===== src/rtl/err_inj_pkg.sv =====
// err_inj_pkg: shared types and default widths for the error-injection sequencer and control routers
// Exports the sequencer state enum and the default DFF-ID and counter widths.
package err_inj_pkg;
   localparam int ID_W_DEF  = 16;
   localparam int CNT_W_DEF = 16;
   typedef enum logic [1:0] {IDLE, GAP, INJECT, DONE} state_t;
endpackage


===== src/rtl/error_injection_sequencer_if.sv =====
// error_injection_sequencer_if: host config handshake plus error-injection control bus
// master: host side (drives cfg_* and abort, observes status and the injection bus)
// slave : sequencer side (accepts cfg_*, drives err_en/err_ctrl and status)
interface error_injection_sequencer_if
   import err_inj_pkg::*;
#(
   parameter int ID_W  = ID_W_DEF,
   parameter int CNT_W = CNT_W_DEF
);
   logic             cfg_valid;
   logic             cfg_ready;
   logic [ID_W-1:0]  cfg_first_id;
   logic [ID_W-1:0]  cfg_last_id;
   logic [CNT_W-1:0] cfg_gap;
   logic [CNT_W-1:0] cfg_pulse;
   logic             abort;
   logic             err_en;
   logic [ID_W-1:0]  err_ctrl;
   logic             busy;
   logic             done;
   logic             aborted;
   logic             range_err;
   logic [ID_W:0]    inj_count;
   modport master (
      output cfg_valid, cfg_first_id, cfg_last_id, cfg_gap, cfg_pulse, abort,
      input  cfg_ready, err_en, err_ctrl, busy, done, aborted, range_err, inj_count
   );
   modport slave (
      input  cfg_valid, cfg_first_id, cfg_last_id, cfg_gap, cfg_pulse, abort,
      output cfg_ready, err_en, err_ctrl, busy, done, aborted, range_err, inj_count
   );
endinterface


===== src/rtl/err_inj_downcounter.sv =====
// err_inj_downcounter: loadable down-counter with zero flag, shared by gap and pulse timing
// Ports: clk, rst (async high), load/load_val (load wins), dec (stops at 0), count, zero.
module err_inj_downcounter #(
   parameter int CNT_W = 16
) (
   input  logic             clk,
   input  logic             rst,
   input  logic             load,
   input  logic             dec,
   input  logic [CNT_W-1:0] load_val,
   output logic [CNT_W-1:0] count,
   output logic             zero
);
   assign zero = count == '0;
   always_ff @(posedge clk or posedge rst)
      if (rst) count <= '0;
      else if (load) count <= load_val;
      else if (dec && !zero) count <= count - 1'b1;
endmodule


===== src/rtl/error_injection_sequencer.sv =====
// error_injection_sequencer: walks a DFF-ID range issuing one timed err_en pulse per ID
// Ports: clk, rst (async high), bus (slave modport: cfg handshake, abort, err_en/err_ctrl, status).
// The shared counter is loaded with (cycles - 1) so its zero flag marks the last cycle of a phase.
module error_injection_sequencer
   import err_inj_pkg::*;
#(
   parameter int ID_W  = ID_W_DEF,
   parameter int CNT_W = CNT_W_DEF
) (
   input logic                        clk,
   input logic                        rst,
   error_injection_sequencer_if.slave bus
);
   state_t           state;
   logic [ID_W-1:0]  last_id;
   logic [CNT_W-1:0] gap_r, pulse_r, pulse_in, cnt_val, count;
   logic             accept_ok, gap_end, pulse_end, is_last, cnt_load, cnt_dec, zero;
   assign bus.cfg_ready = state == IDLE;
   assign bus.busy      = state != IDLE;
   always_comb begin
      pulse_in  = bus.cfg_pulse == '0 ? CNT_W'(1) : bus.cfg_pulse;
      accept_ok = state == IDLE && bus.cfg_valid && bus.cfg_first_id <= bus.cfg_last_id;
      gap_end   = state == GAP && zero;
      pulse_end = state == INJECT && zero;
      is_last   = bus.err_ctrl == last_id;
      cnt_load  = accept_ok || gap_end || (pulse_end && !is_last);
      cnt_dec   = state == GAP || state == INJECT;
      cnt_val   = accept_ok ? (bus.cfg_gap != '0 ? bus.cfg_gap - 1'b1 : pulse_in - 1'b1)
                : (state == GAP || gap_r == '0) ? pulse_r - 1'b1 : gap_r - 1'b1;
   end
   err_inj_downcounter #(.CNT_W(CNT_W)) u_cnt (
      .clk(clk), .rst(rst), .load(cnt_load), .dec(cnt_dec),
      .load_val(cnt_val), .count(count), .zero(zero)
   );
   always_ff @(posedge clk or posedge rst) begin
      if (rst) begin
         state         <= IDLE;
         last_id       <= '0;
         gap_r         <= '0;
         pulse_r       <= '0;
         bus.err_en    <= 1'b0;
         bus.err_ctrl  <= '0;
         bus.done      <= 1'b0;
         bus.aborted   <= 1'b0;
         bus.range_err <= 1'b0;
         bus.inj_count <= '0;
      end else begin
         bus.done      <= 1'b0;
         bus.aborted   <= 1'b0;
         bus.range_err <= 1'b0;
         case (state)
            IDLE:
               if (bus.cfg_valid) begin
                  if (!accept_ok) bus.range_err <= 1'b1;
                  else begin
                     last_id       <= bus.cfg_last_id;
                     gap_r         <= bus.cfg_gap;
                     pulse_r       <= pulse_in;
                     bus.err_ctrl  <= bus.cfg_first_id;
                     bus.inj_count <= '0;
                     bus.err_en    <= bus.cfg_gap == '0;
                     state         <= bus.cfg_gap == '0 ? INJECT : GAP;
                  end
               end
            GAP:
               if (bus.abort) begin
                  state       <= DONE;
                  bus.done    <= 1'b1;
                  bus.aborted <= 1'b1;
               end else if (zero) begin
                  state      <= INJECT;
                  bus.err_en <= 1'b1;
               end
            INJECT: begin
               // a pulse finishing in the same cycle as abort still counts
               if (zero) bus.inj_count <= bus.inj_count + 1'b1;
               if (bus.abort || (zero && is_last)) begin
                  state       <= DONE;
                  bus.done    <= 1'b1;
                  bus.aborted <= bus.abort;
                  bus.err_en  <= 1'b0;
               end else if (zero) begin
                  bus.err_ctrl <= bus.err_ctrl + 1'b1;
                  bus.err_en   <= gap_r == '0;
                  state        <= gap_r == '0 ? INJECT : GAP;
               end
            end
            DONE: state <= IDLE;
            default: state <= IDLE;
         endcase
      end
   end
endmodule

===== src/flat_wrapper.sv =====
// flat-port wrapper written by rule: the top's interface ports become plain ports
module error_injection_sequencer_flat import err_inj_pkg::*;
#(
   parameter int ID_W  = ID_W_DEF,
   parameter int CNT_W = CNT_W_DEF
)
  (clk, rst, bus_cfg_valid, bus_cfg_first_id, bus_cfg_last_id, bus_cfg_gap, bus_cfg_pulse, bus_abort, bus_cfg_ready, bus_err_en, bus_err_ctrl, bus_busy, bus_done, bus_aborted, bus_range_err, bus_inj_count);
  error_injection_sequencer_if #(.ID_W(ID_W), .CNT_W(CNT_W)) bus_i ();
  input logic clk;
  input logic rst;
  input wire logic [$bits(bus_i.cfg_valid)-1:0] bus_cfg_valid;
  input wire logic [$bits(bus_i.cfg_first_id)-1:0] bus_cfg_first_id;
  input wire logic [$bits(bus_i.cfg_last_id)-1:0] bus_cfg_last_id;
  input wire logic [$bits(bus_i.cfg_gap)-1:0] bus_cfg_gap;
  input wire logic [$bits(bus_i.cfg_pulse)-1:0] bus_cfg_pulse;
  input wire logic [$bits(bus_i.abort)-1:0] bus_abort;
  output wire logic [$bits(bus_i.cfg_ready)-1:0] bus_cfg_ready;
  output wire logic [$bits(bus_i.err_en)-1:0] bus_err_en;
  output wire logic [$bits(bus_i.err_ctrl)-1:0] bus_err_ctrl;
  output wire logic [$bits(bus_i.busy)-1:0] bus_busy;
  output wire logic [$bits(bus_i.done)-1:0] bus_done;
  output wire logic [$bits(bus_i.aborted)-1:0] bus_aborted;
  output wire logic [$bits(bus_i.range_err)-1:0] bus_range_err;
  output wire logic [$bits(bus_i.inj_count)-1:0] bus_inj_count;
  assign bus_i.cfg_valid = bus_cfg_valid;
  assign bus_i.cfg_first_id = bus_cfg_first_id;
  assign bus_i.cfg_last_id = bus_cfg_last_id;
  assign bus_i.cfg_gap = bus_cfg_gap;
  assign bus_i.cfg_pulse = bus_cfg_pulse;
  assign bus_i.abort = bus_abort;
  assign bus_cfg_ready = bus_i.cfg_ready;
  assign bus_err_en = bus_i.err_en;
  assign bus_err_ctrl = bus_i.err_ctrl;
  assign bus_busy = bus_i.busy;
  assign bus_done = bus_i.done;
  assign bus_aborted = bus_i.aborted;
  assign bus_range_err = bus_i.range_err;
  assign bus_inj_count = bus_i.inj_count;
  error_injection_sequencer #(.ID_W(ID_W), .CNT_W(CNT_W)) u_core (.clk(clk), .rst(rst), .bus(bus_i));
endmodule

===== config.mk =====
export PLATFORM = sky130hd
export DESIGN_NAME = error_injection_sequencer_flat
export DESIGN_NICKNAME = d
export VERILOG_FILES = /design/src/rtl/err_inj_pkg.sv /design/src/rtl/error_injection_sequencer_if.sv /design/src/rtl/err_inj_downcounter.sv /design/src/rtl/error_injection_sequencer.sv /design/src/flat_wrapper.sv
export SDC_FILE = /design/constraint.sdc
export NUM_CORES = 1
export LEC_CHECK = 0
export CELL_PAD_IN_SITES_DETAIL_PLACEMENT = 0
export CELL_PAD_IN_SITES_GLOBAL_PLACEMENT = 1
export CORE_MARGIN = 4
export CORE_UTILIZATION = 30
export CTS_BUF_LIST = sky130_fd_sc_hd__clkbuf_8
export DETAILED_ROUTE_END_ITERATION = 8
export GPL_ROUTABILITY_DRIVEN = 0
export HOLD_SLACK_MARGIN = 0.05
export PLACE_DENSITY_LB_ADDON = 0.1
export SETUP_SLACK_MARGIN = 0.1
export SYNTH_ARGS = -nofsm -noshare
export SYNTH_HDL_FRONTEND = slang
export SYNTH_HIERARCHICAL = 1
export SYNTH_SLANG_ARGS = --single-unit

===== constraint.sdc =====
create_clock -name clk -period 4.8 [get_ports clk]
set_input_delay 1.2 -clock clk [delete_from_list [all_inputs] [get_ports clk]]
set_output_delay 1.2 -clock clk [all_outputs]
set_load 0.05 [all_outputs]

Word level (Yosys, flattened, before mapping)
Cells that the tools add are included.
- muxes and demuxes: 39
- magnitude comparators: 1
- reduce and logical (&&, ||, !) cells: 29
- equality and inequality tests: 12
- add/subtract/negate cells: 7
- operator list (operator ; number):
    16-bit two-way mux ; 10
    16-bit by 1-bit subtractor with 16-bit output, second input constant ; 5
    16-bit logical NOT ; 4
    17-bit two-way mux ; 3
    17-bit one-hot mux with 2 select lines ; 1
    16-bit one-hot mux with 2 select lines ; 1
    17-bit by 1-bit adder with 17-bit output, second input constant ; 1
    16-bit by 1-bit adder with 16-bit output, second input constant ; 1
    16-bit equality test ; 1
    16-bit <= comparator ; 1
    2-bit two-way mux ; 8
    16-bit nonzero test ; 1
    1-bit two-way mux ; 12
    2-bit inequality test, second input constant ; 5
    2-bit one-hot mux with 4 select lines ; 1
    4-bit AND reduction ; 2
    1-bit logical AND ; 7
    3-bit inequality test, second input constant ; 2
    6-bit AND reduction ; 1
    2-bit nonzero test ; 3
    1-bit logical OR ; 5
    5-bit AND reduction ; 1
    2-bit equality test, second input constant ; 2
    1-bit one-hot mux with 2 select lines ; 2
    7 further kinds ; 8
- register bits: 103
- output and inout bits: 39

Depth between registers and ports, before layout
Gate-level depths: netlist of run 1.
- word-level depth: 6
- mapped depth: 19

Modules after synthesis
Netlist of run 1, hierarchy kept.
- by module, submodules not included (module ; times used ; cells each ; area an instance (um^2) ; sequential area each (um^2)):
    error_injection_sequencer ; 1 ; 739 ; 5972.0 ; 2177.1
    err_inj_downcounter ; 1 ; 115 ; 993.5 ; 400.4

Worst setup path before layout of run 1
Ideal clock, no wire load.
- path kind: input to register
- start point: in bus_cfg_last_id[15]
- end point: reg u_core.u_cnt.count[10]
- stages on the path: 18
- library setup time: 0.129 ns
- setup slack: 0.702 ns
- arrival: 3.970 ns
- required time: 4.671 ns
- path through: inv_1 -> ha_1 -> nand4_1 -> nor4_1 -> nand3_1 -> nand2_1 -> buf_6 -> buf_6 -> nand2_1 -> o21ai_1 -> ha_1 -> o211ai_1 -> a2111oi_0 -> xnor2_1 -> nand2_1 -> o21ai_0 -> nand2_1 -> nand3_1
- RTL lines (item ; RTL line ; text):
    from (decl) ; flat_wrapper.sv:13 ; input wire logic [$bits(bus_i.cfg_last_id)-1:0] bus_cfg_last_id;
    16-bit <= comparator ; error_injection_sequencer.sv:22 ; accept_ok = state == IDLE && bus.cfg_valid && bus.cfg_first_id <= bus.cfg_last_id;
    1-bit logical AND ; error_injection_sequencer.sv:22 ;
    16-bit two-way mux ; error_injection_sequencer.sv:28 ; cnt_val = accept_ok ? (bus.cfg_gap != '0 ? bus.cfg_gap - 1'b1 : pulse_in - 1'b1)
    named net u_core.cnt_val[10] ; error_injection_sequencer.sv:16 ; logic [CNT_W-1:0] gap_r, pulse_r, pulse_in, cnt_val, count;
    16-bit two-way mux ; err_inj_downcounter.sv:17 ; else if (load) count <= load_val;
    to (signal assigned) ; err_inj_downcounter.sv:17 ;
    to (signal assigned) ; err_inj_downcounter.sv:18 ; else if (dec && !zero) count <= count - 1'b1;
    to (decl) ; err_inj_downcounter.sv:11 ; output logic [CNT_W-1:0] count,
The timed path passes the listed nets, and every way through them passes these cells.
A chain may end at the register's enable or synchronous reset.

Final worst setup path of run 1
- start point: in bus_cfg_last_id[13]
- end point: reg u_core.u_cnt.count[10]
The elaborated chain is that of the path after synthesis.

==> results.yml, run 1 <==
setup_path:
  family_with_the_most_delay_on_the_worst_path: "simple AND/OR/NAND/NOR gates"
  setup.worst_path.end_class: "flop"
  critical_path.reg2reg.startpoint: "u_core/gap_r[5]"
  regToRegSetupSlack_ns: 1.23
  critical_path.cell_chain: "clkdlybuf4s50_1, inv_1, ha_1, nand4_1, nor4_2, nand3_1, nand2_2, nand2_1, o21ai_1, ha_1, o211ai_1, a2111oi_1, xnor2_1, nand2_1, o21ai_0, nand2_1, nand3_1"
  critical_path_buf_inv_count: 2
  criticalPathCategory: "in -> reg"
  crit_path_max_fanout: 7
  worst_ep_arrival_time_ns: 4.56
  critical-path-top-cell-by-count: "nand2_1"
  worst_ep_required_time_ns: 5.07
  timing.critical_path.slowest_stage_cell: "a2111oi_1"
  rr_worst_depth: 13
  critical_path.startpoint_type: "input pin"
  worstReg2RegEnd: "u_core/u_cnt/count[10]"
  critPathMaxStageDelay_ns: 0.52
cts:
  cts.sink_count: 103
  clk_transition_reported_paths_ns: 0.10
  numCtsBuffers: 9
  postCtsHoldBufs: 0
  cts_h_tree_lvls: 3
  worst_skew_pair.late_latency_ns: 0.39
  tritoncts_clock_tree: "done"
  cts.path.max_buffers: 2
  clock-root-buffer: "clkbuf_8"
timing:
  final_hold_viol_count: 0
  clock_skew_ns: 0.0160
  finalSetupViolations: 0
  tightest_slew_ns: 0.816
  worst_slew_margin_rel_pct: 45.1
  final_min_period_over_clock_period_pct: 89.4
  final_period_minus_worst_setup_slack_ns: 4.29
  final-max-slew-violation-count: 0
  maxClockFrequency_mhz: 233
  rsz_0062_raised_after_global_routing: "no"
die:
  fp.dieArea_um2: 25700
  placementRows: 55
  floorplan.initialDensity_pct: 30.7
  die_height_um: 160
  core_area_um2: 22700
  num_io_pins: 107
  die-width_um: 160
logic_synthesis:
  synth_flop_cell: "dfrtp_1"
  synthesized_cell_area_um2: 6970
  synthesis.yosys.warnings: 6
  synth-edff-count: 0
  synth.ff_latch_count: 103
  synthArstFlopShare_pct: 100
  postSynthNetCount: 946
  synth_sequential_area_ratio_pct: 37.0
  synthesis.area_per_instance_um2: 8.16
  yosys.cell_types.count: 68
  synthCells: 854
final_layout:
  layout_commonest_cell: "nand2_1"
  area.growth.synth_to_final_pct: 23.5
  insertedDiodeCount: 0
  most_used_cells_in_the_layout_excluding_fill_and_tap_cells: "nand2_1, clkdlybuf4s50_1, dfrtp_1"
  number_of_filler_cells_placed_in_the_layout: 2431
  post-route-util_pct: 37.9
  finalNetCount: 1045
  final_cell_count_no_fill: 1243
  layout-drive-gt1-share_pct: 8.77
pwr:
  static-leakage-power_uw: 0.00360
  power.density_nw_per_um2: 581
  irDropWorstVdd_mv: 0.236
worst_hold_path:
  min-delay-start: "u_core/pulse_r[14]"
  whs_endpoint: "u_core/pulse_r[14]"
  hp-class: "reg -> reg"
  timing.hold.worst_path_depth: 2
route:
  drt_pre_antenna_iters: 5
  detail_route.wl_per_cell_um: 18.5
  vias_per_cell: 5.23
  routed_wl_um: 23000
  first_iter_violations: 529
  remaining_drc_errors: 0
  detail-route-antenna-nets: 0
  num_vias: 6506
global_routing:
  grt_max_degree: 49
  global_route_usage_sum_pct: 17.7
  first_pass_grt_wire_length_um: 36400
  via_count_of_the_first_global_routing_pass: 6219
  grt_overflow_total: 0
  grt_antenna_before_repair: 0
placed_design:
  hpwl_um: 17200
  placed_cells_incl_taps: 1227
  numPortBuffers: 106
run:
  cap_viol_max_count: 0
status:
  outcome: "finished, final reports clean"
## Yosys cell counts, types with 4 or more instances
cell type / number / share of area, %
and3_1: 9 / 0.81
dfrtp_1: 103 / 37
ha_1: 24 / 4.3
mux2i_1: 12 / 1.7
a2bb2oi_1: 6 / 0.75
o22ai_1: 11 / 0.99
nand2_1: 179 / 9.6
o311ai_0: 6 / 0.75
a21oi_1: 65 / 4.7
buf_1: 4 / 0.22
xor2_1: 16 / 2.0
a31oi_1: 9 / 0.81
a211oi_1: 5 / 0.54
nand4_1: 18 / 1.6
and2_1: 6 / 0.54
buf_2: 4 / 0.29
o31ai_1: 6 / 0.65
or2_2: 5 / 0.45
buf_6: 6 / 0.97
o21ai_1: 8 / 0.57
clkbuf_1: 26 / 1.4
nand2b_1: 5 / 0.45
nor4_1: 16 / 1.4
and4_1: 6 / 0.75
nor2_1: 59 / 3.2
or3_1: 7 / 0.63
nor3b_1: 4 / 0.43
nor2b_1: 6 / 0.54
o21ai_0: 50 / 3.6
nand3_1: 25 / 1.8
xnor2_1: 32 / 4.0
mux2_2: 10 / 1.6
inv_1: 33 / 1.8
nor3_1: 14 / 1.0
or4_1: 11 / 1.2
o211ai_1: 6 / 0.65
## power breakdown
group | internal (uW) | leakage, uW | switching, uW | total [uW]
clock | 281 | 0.000111 | 331 | 613
combinational | 1110 | 0.00221 | 1660 | 2770
sequential | 1220 | 0.00128 | 405 | 1620
## worst reg2reg max path: stages, from the launching register on
cell and delay [ns]:
dfrtp_1 0.44, or4_4 0.61, nor4_4 0.44, a21oi_4 0.12, mux2_2 0.29, o21ai_1 0.18
ha_1 0.24, o211ai_1 0.19, a2111oi_1 0.52, xnor2_1 0.13, nand2_1 0.07, o21ai_0 0.07
nand2_1 0.09, nand3_1 0.06
## metrics by stage
stage               cell area (um2)  setup slack [ns]  TNS (ns)  total power (uW)  hold slack [ns]
floorplan                      6970             0.702         0              3510            0.455
global placement               8380            0.0957         0              4420            0.486
detailed placement             8380           -0.0537   -0.0537              4400            0.487
CTS                            8590             0.375         0              5030            0.511
global route                   8600             0.137         0              5400            0.536
finish                         8600             0.509         0              5000            0.505
## kinds of logic (layout without fill, tap and decap cells)
| group | Yosys count | after routing | share of synthesized area (%) |
|---|---|---|---|
| and+or+nand+nor | 386 | 386 | 26.9 |
| buffers and inverters | 75 | 179 | 5.03 |
| AOI/OAI and AO/OA | 196 | 196 | 17.4 |
| adders and majority gates | 24 | 24 | 4.31 |
| DFF | 103 | 103 | 37.0 |
| xor gates and xnor gates | 48 | 48 | 6.04 |
| muxes | 22 | 22 | 3.34 |
## per-layer routing
metal | vias up | track usage (%) | routed length (um)
met5 | - | 0 | 0
met4 | 0 | 4.34 | 245
met3 | 13 | 1.98 | 869
met2 | 149 | 25.9 | 9870
met1 | 3131 | 27.8 | 12000
li1 | 3213 | - | -
## sequential cells by signal, indices dropped and copies added, names as in the netlist
signal and count:
u_core/bus.done 1, u_core/gap_r 16, u_core/bus.range_err 1, u_core/last_id 16, u_core/pulse_r 16, u_core/state 2, u_core/bus.err_en 1, u_core/u_cnt/count 16
u_core/bus.aborted 1, u_core/bus.inj_count 17, u_core/bus.err_ctrl 16
## final cells by class
cell class | count | area [um2] | share of cell area [%]
Inverter | 33 | 125 | 1.45
Multi-Input combinational cell | 676 | 4070 | 47.3
Sequential cell | 103 | 2580 | 30.0
Clock buffer | 12 | 165 | 1.92
Clock inverter | 4 | 45.0 | 0.524
Timing Repair Buffer | 130 | 1270 | 14.7
Tap cell | 285 | 357 | 4.15
## how the worst max path moves through the flow
| stage | start | end | slack [ns] | cells past startpoint |
|---|---|---|---|---|
| final | bus_cfg_last_id[13] | u_core/u_cnt/count[10] | 0.51 | 17 |
| after global routing | bus_cfg_last_id[15] | u_core/u_cnt/count[10] | 0.14 | 17 |
| after detailed placement | bus_cfg_last_id[13] | u_core/u_cnt/count[10] | -0.05 | 17 |
| after CTS | bus_cfg_last_id[13] | u_core/u_cnt/count[10] | 0.38 | 17 |
| after global placement | bus_cfg_last_id[13] | u_core/u_cnt/count[10] | 0.1 | 17 |
| after floorplan | bus_cfg_last_id[15] | u_core/u_cnt/count[10] | 0.70 | 18 |
## what timing repair did
action / 4_1_cts / 5_1_grt
setup buffers: 0 / 0
setup endpoints to repair: 0 / 1
endpoints found under the hold margin: 0 / 0
resized for setup: 0 / 2
Power figures use the tool's default switching activity.
==> run 2: changes to the inputs <==
--- a/config.mk
+++ b/config.mk
@@ -15,6 +15,7 @@
 export HOLD_SLACK_MARGIN = 0.05
 export PLACE_DENSITY_LB_ADDON = 0.1
 export SETUP_SLACK_MARGIN = 0.1
+export SLEW_MARGIN = 20
 export SYNTH_ARGS = -nofsm -noshare
 export SYNTH_HDL_FRONTEND = slang
 export SYNTH_HIERARCHICAL = 1
==> results of run 2 <==
Same layout as run 1: the final DEF is identical, and so are final timing and power.
==> run 3: changes to the inputs <==
--- a/config.mk
+++ b/config.mk
@@ -10,6 +10,7 @@
 export CORE_MARGIN = 4
 export CORE_UTILIZATION = 30
 export CTS_BUF_LIST = sky130_fd_sc_hd__clkbuf_8
+export CTS_CLUSTER_DIAMETER = 120
 export DETAILED_ROUTE_END_ITERATION = 8
 export GPL_ROUTABILITY_DRIVEN = 0
 export HOLD_SLACK_MARGIN = 0.05
==> results of run 3 <==
Same layout as run 1: the final DEF is identical, and so are final timing and power.
